===== src/rtl/multimode_ring_counter.sv =====
// Ring / Johnson counter with direction control, parallel load and self-correction.
// All state changes occur on the falling edge of clk.
module multimode_ring_counter #(
  parameter int unsigned WIDTH = 4
) (
  input  logic             clk,
  input  logic             rst,
  input  logic             en,
  input  logic             mode,
  input  logic             dir,
  input  logic             load,
  input  logic [WIDTH-1:0] load_val,
  output logic [WIDTH-1:0] out,
  output logic             wrap,
  output logic             err
);

  logic [WIDTH-1:0] seed;
  logic [WIDTH-1:0] shifted;
  logic [WIDTH-2:0] trans;
  logic             legal;
  logic             feed_lo;
  logic             feed_hi;

  always_comb begin
    seed    = mode ? '0 : {{(WIDTH-1){1'b0}}, 1'b1};
    // Johnson inverts the bit that wraps around; ring passes it through.
    feed_lo = mode ? ~out[WIDTH-1] : out[WIDTH-1];
    feed_hi = mode ? ~out[0] : out[0];
    shifted = dir ? {feed_hi, out[WIDTH-1:1]} : {out[WIDTH-2:0], feed_lo};
    trans   = out[WIDTH-2:0] ^ out[WIDTH-1:1];
    if (mode)
      legal = (trans & (trans - 1'b1)) == '0;
    else
      legal = (out != '0) && ((out & (out - 1'b1)) == '0);
  end

  always_ff @(negedge clk) begin
    if (rst) begin
      out  <= seed;
      wrap <= 1'b0;
      err  <= 1'b0;
    end else if (load) begin
      out  <= load_val;
      wrap <= 1'b0;
      err  <= 1'b0;
    end else if (en) begin
      if (!legal) begin
        out  <= seed;
        wrap <= 1'b0;
        err  <= 1'b1;
      end else begin
        out  <= shifted;
        wrap <= (shifted == seed);
        err  <= 1'b0;
      end
    end else begin
      wrap <= 1'b0;
      err  <= 1'b0;
    end
  end

endmodule


===== config.mk =====
export PLATFORM = sky130hd
export DESIGN_NAME = multimode_ring_counter
export DESIGN_NICKNAME = d
export VERILOG_FILES = /design/src/rtl/multimode_ring_counter.sv
export SDC_FILE = /design/constraint.sdc
export NUM_CORES = 1
export LEC_CHECK = 0
export CORE_AREA = 4 4 41 43
export CTS_BUF_LIST = sky130_fd_sc_hd__clkbuf_16
export DETAILED_ROUTE_END_ITERATION = 16
export DIE_AREA = 0 0 45 47
export PLACE_DENSITY = 0.78
export SYNTH_ARGS = -nofsm -noshare
export SYNTH_HDL_FRONTEND = slang
export SYNTH_SLANG_ARGS = --single-unit
export TNS_END_PERCENT = 10

===== constraint.sdc =====
create_clock -name clk -period 2.2 [get_ports clk]
set_input_delay 0.33 -clock clk [delete_from_list [all_inputs] [get_ports clk]]
set_output_delay 0.33 -clock clk [all_outputs]
set_load 0.02 [all_outputs]

==> impl_metrics.toml <==
[pwr]
clkPwrFrac_pct = 47.3
power_uw = 696
switching_share_pct = 28.0
switchingPower_uw = 195
seq_power_share_pct = 20.4
comb_power_share_pct = 32.2
cellPowerDensity_nw_per_um2 = 780
ir_worst_vdd_mv = 0.561
internal-power_uw = 501
leakagePower_nw = 0.416

[critical_path]
slowest_stage = "edfxtp_1"
required_ns = 1.87
crit_chain = "buf_6"
reg2reg_to = "err$_SDFF_NP0_"
path_class = "reg2out"
crit_path_max_incr_delay_ns = 0.41
r2r_slack_ns = 0.16
r2r_cells = 8
arrival_ns = 1.96
cp.depth = 1
crit_fanout = 2
endpoint = "out[0]"
end_kind = "primary output"
cp_num_buf_inv = 1
critPathTopFamily = "flip-flops"
critPathLaunch = "out[0]$_DFFE_NP_"
critPathLaunchType = "register"
reg2reg_from = "out[1]$_SDFFCE_NP0P_"

[logic_synthesis]
netlist_top_cells_area = "edfxtp_1 23%, ha_1 12%, dfxtp_1 7.8%"
yosys_warnings = 0
synth_compound_area_share_pct = 18.4
synth-seq-cells = 6
syn_area_sq_um = 515
synth-adder-area-share_pct = 14.1
postSynthCellCount = 56
synth-seq-area-share_pct = 31.1
synth_top_family_by_area = "compound AO/OA/AOI/OAI gates"
synthesis.nets = 71
yosys.area_share.simple_pct = 17.2
synth_area_leader_cell = "edfxtp_1"
ys_types = 26
synth_top_area_share_pct = 23.3
synth_xor_area_share_pct = 6.80
yosys-mux-area-fraction_pct = 6.80
syn_area_per_cell_sq_um = 9.21

[route]
dr.pass1.iters = 3
drt_wl_total_um = 1340
post_drt_wl_per_cell_um = 12.9
drt_iter0_markers = 3
vias = 506
drc_errors = 0
ant_nets = 0
viasPerCell = 4.87

[cts]
cts_root_buf = "clkbuf_16"
tritoncts = "done"
clkTransAtPathRegs_ns = 0.03
holdBufCountCts = 0
htreeDepth = 1
clk_path_buf_depth = 2
cts_sinks = 6
clk_latency_ns = 0.30
cts_buffers = 3

[sta]
fin_worst_skew_ns = 0.00918
slew_headroom_pct = 79.7
hold_violations = 0
setup_viol = 4
drv_slew = 0
worst_slew_pin_slew_ns = 0.303
setup_ws_ns = -0.0938
final.setup.tns_ns = -0.357
rsz0062_at_grt = "true"

[grt]
grt_max_degree = 9
grt_pass1_wl_um = 2120
grt_pass1_vias = 522
grt_usage_pct = 14.5
antenna_found_initial = 0
grt_overflow = 0

[layout]
fillCellCount = 119
fin_util_pct = 68.6
diodes = 0
num-nets-final = 106
multi_input_area_sq_um = 355
ff_latch_area_sq_um = 161
areaGrowthSynthToFinish_pct = 73.1
drive_gt1_share_pct = 33.7

[job]
maxCapViolCount = 0

[run_status]
violations = "negative setup slack"
outcome = "finished with violations"

[floorplanning]
die_h_um = 47
io_pins = 16
core_region_area_sq_um = 1300
dieArea_sq_um = 2120
start_util_pct = 39.6
die_w_um = 45
rows = 13

[placed_design]
dpl.hpwl_um = 988
portBuffers = 15
gp_congestion = 0.793

[hold_path]
min_path_type = "reg2reg"
state kept, by name (all words and copies together) (netlist names):
signal / count
wrap: 1
out: 4
err: 1
power groups by stage:
| stage | registers [mW] | logic (mW) | clock network [mW] |
|---|---|---|---|
| floorplan | 0.161 | 0.108 | 0.0195 |
| global placement | 0.141 | 0.202 | 0.0195 |
| detailed placement | 0.142 | 0.206 | 0.0195 |
| CTS | 0.140 | 0.198 | 0.340 |
| global route | 0.144 | 0.244 | 0.353 |
| finish | 0.142 | 0.224 | 0.329 |
how the worst min path moves through the flow:
stage	start	endpoint	slack, ns	depth (start not counted)
global placement	out[2]$_SDFFCE_NP0P_	wrap$_SDFF_NP0_	0.75	4
finish	out[2]$_SDFFCE_NP0P_	wrap$_SDFF_NP0_	0.78	4
detailed placement	out[2]$_SDFFCE_NP0P_	wrap$_SDFF_NP0_	0.76	4
floorplan	out[2]$_SDFFCE_NP0P_	wrap$_SDFF_NP0_	0.80	3
CTS	out[2]$_SDFFCE_NP0P_	wrap$_SDFF_NP0_	0.75	4
global route	out[2]$_SDFFCE_NP0P_	wrap$_SDFF_NP0_	0.83	4
layout make-up:
cell class	count	area share [%]
multi-input cells	43	39.8
repair buffers	27	27.3
inverters	4	1.68
flip-flops and latches	6	18.1
clock buffers	3	8.42
well taps	15	2.10
clock inverters	6	2.52
per-layer routing:
layer | vias up | GRT usage, % | share of wire (%)
li1 | 262 | - | -
met3 | 2 | 8.81 | 10
met1 | 224 | 13.6 | 39
met2 | 18 | 25.7 | 50
met4 | 0 | 5.26 | 0.45
met5 | - | 0 | 0
cell usage in the layout, fill, tap and decap left out, drive strengths merged:
master / n
a211oi: 1
maj3: 1
a21bo: 1
buf: 18
nor2b: 2
nor2: 1
clkdlybuf4s15: 1
dfxtp: 2
nand3: 2
o21ai: 6
clkbuf: 3
xnor2: 3
nand2: 8
a21oi: 1
edfxtp: 4
a2bb2oi: 1
mux2: 1
nor3: 3
inv: 10
xor2: 1
or3: 1
clkdlybuf4s50: 5
o311ai: 1
a31oi: 1
ha: 5
and3: 1
dlygate4sd2: 3
mux2i: 2
through the flow:
| stage | instances | setup slack [ns] | hold slack (ns) | cell area [sq um] |
|---|---|---|---|---|
| CTS | 103 | -0.117 | 0.754 | 838 |
| global route | 104 | -0.126 | 0.834 | 892 |
| floorplan | 56 | 0.0233 | 0.797 | 529 |
| detailed placement | 94 | -0.537 | 0.765 | 757 |
| finish | 104 | -0.0938 | 0.777 | 892 |
| global placement | 94 | -0.534 | 0.745 | 757 |
cells by family after synthesis:
| kind of cell | Yosys count |
|---|---|
| compound gates | 12 |
| xor+xnor | 4 |
| fa+ha+maj | 6 |
| mux | 3 |
| simple gates | 18 |
| flops | 6 |
| buf+inv | 7 |
cell usage after synthesis:
master	instances
nand2_1	8
ha_1	5
inv_1	5
edfxtp_1	4
o21ai_0	3
o21ai_1	3
xnor2_1	3
buf_2	2
dfxtp_1	2
mux2i_1	2
nand3_1	2
nor2b_1	2
nor3_1	2
a211oi_4	1
a21bo_2	1
a21oi_1	1
a2bb2oi_2	1
a31oi_1	1
and3_1	1
maj3_1	1
mux2_4	1
nor2_1	1
nor3_2	1
o311ai_0	1
or3_1	1
xor2_1	1
what timing repair did:
| item | 4_1_cts | 5_1_grt |
|---|---|---|
| buffers inserted | 1 | 1 |
| setup endpoints to repair | 15 | 10 |
| pin swaps | 0 | 3 |
| gates resized for setup | 29 | 16 |
| hold endpoints to repair | 0 | 0 |
Note: power is estimated with default switching activity, not from simulation.
==> edit (config.mk and constraints unchanged) <==
Change the parameter `WIDTH` from 4 to 5.
--- a/src/rtl/multimode_ring_counter.sv
+++ b/src/rtl/multimode_ring_counter.sv
@@ -1,7 +1,7 @@
 // Ring / Johnson counter with direction control, parallel load and self-correction.
 // All state changes occur on the falling edge of clk.
 module multimode_ring_counter #(
-  parameter int unsigned WIDTH = 4
+  parameter int unsigned WIDTH = 5
 ) (
   input  logic             clk,
   input  logic             rst,
Ports: changed (resized load_val and out); port bits go from 16 to 18. No check against the original RTL was run, so the function may have changed too.
==> edit against the unedited design <==
- the run still ends with setup timing left
- global-route usage is 8.2 points higher
- synthesized cell count is 18% higher
- routed wire length is 88% higher
- clock skew is 0.018 ns higher
- hold slack better by 0.074 ns
- total power is 25% higher
- setup slack worse by 0.068 ns
- sequential cell count is 1 higher
- non-clock buffer count is 7 higher
- synthesized area is 20% higher
- design area is 28% higher
==> edit: results (changes against the unedited design) <==
reg.largest.list: "out (5), err (1), wrap (1)"
maxSlewHeadroom_pct: 72.01  # -7.7 points
fin_skew_ns: 0.02731  # +0.01813 ns
first_global_vias: 710  # +36%
synth-compound-area-share_pct: 18.38  # -0.063 points
cp_slowest_stage_delay_ns: 0.43  # +0.02 ns
worstPathMaxFanout: 6  # +4
wl_per_cell_um: 20.79  # +62%
fin_nets: 123  # +16%
hpwl_mm: 1.259  # +27%
p_leak_nw: 0.5015  # +20%
worstSetupEndpoint: "out[2]"
violations: "setup timing"
first_pass_iters: 4  # +1
drt-vias-per-instance: 5.818  # +20%
setup_slack_ns: -0.1618  # -0.06798 ns
grt_pass1_wl_mm: 3.256  # +54%
clk_pin_slew_ns: 0.07  # +0.04 ns
dp.cells: 108  # +15%
synth_cell_types: 31  # +19%
drt-initial-drc-count: 14  # +11
peakVddDrop_uv: 742.2  # +32%
drive_above_1_share_pct: 47.17  # +13 points
preCtsSetupSlack_ns: -0.9668  # -0.4300 ns
setup_viol: 12  # +8
setup-tns-final_ns: -1.432  # -1.075 ns
port_buffers: 17  # +2
status: "finished, violations left"
avgSynthCellArea_um2: 9.384  # +1.9%
p_sw_mw: 0.3100  # +59%
clk_latency_ns: 0.34  # +0.04 ns
synthTopCellsByArea: "edfxtp_1 24%, ha_1 10%, dfxtp_1 6.5%"
synthAdderAreaFrac_pct: 10.10  # -4.0 points
## edit: cell count changes after synthesis, moves of 3 or more
cell and change:
buf_6 +3, nand2_1 -3, nor2_1 +4, o21ai_1 -3, o31ai_1 +4
## edit: power groups by stage
stage,sequential [mW],clock [mW],combinational [mW]
after floorplan,0.185,0.0222,0.111
after global placement,0.165,0.0222,0.213
after detailed placement,0.166,0.0222,0.219
after CTS,0.162,0.370,0.260
after global routing,0.166,0.397,0.343
final,0.165,0.378,0.326
## edit: metal layers
metal	share of wire, %	GRT usage (%)	vias up
li1	-	-	323
met1	37	23.67	332
met2	54	39.55	41
met3	5.8	6.897	8
met4	3.1	14.62	0
met5	0	0	-
## edit: final cells by class
class                           count  share of cell area, %
Multi-Input combinational cell     49                  44.96
Timing Repair Buffer               34                  25.77
Sequential cell                     7                  16.78
Clock buffer                        3                  6.579
Clock inverter                      8                  2.632
Inverter                            5                  1.645
Tap cell                           15                  1.645
## edit: worst max-delay path, delay by kind of cell, from the launching register on
| kind | cells | cell delay (ns) |
|---|---|---|
| flip-flops | 1 | 0.43 |
| buffers and inverters | 4 | 0.55 |
| AO/OA/AOI/OAI | 2 | 0.41 |
| AND/OR/NAND/NOR | 2 | 0.52 |
| adder cells (fa/ha/maj) | 1 | 0.27 |
## edit: kinds of logic (layout without fill, tap and decap cells)
| logic type | count (synthesis) | after routing |
|---|---|---|
| multiplexers | 4 | 4 |
| AND/OR/NAND/NOR | 21 | 21 |
| buffers and inverters | 10 | 50 |
| XOR/XNOR | 4 | 4 |
| adder cells (fa/ha/maj) | 5 | 5 |
| AO/OA/AOI/OAI | 15 | 15 |
| flip-flops | 7 | 7 |
## edit: what timing repair did
action,in CTS,in global routing
pin swaps,2,4
buffers inserted,2,1
resized for setup,56,18
setup endpoints to repair,19,14
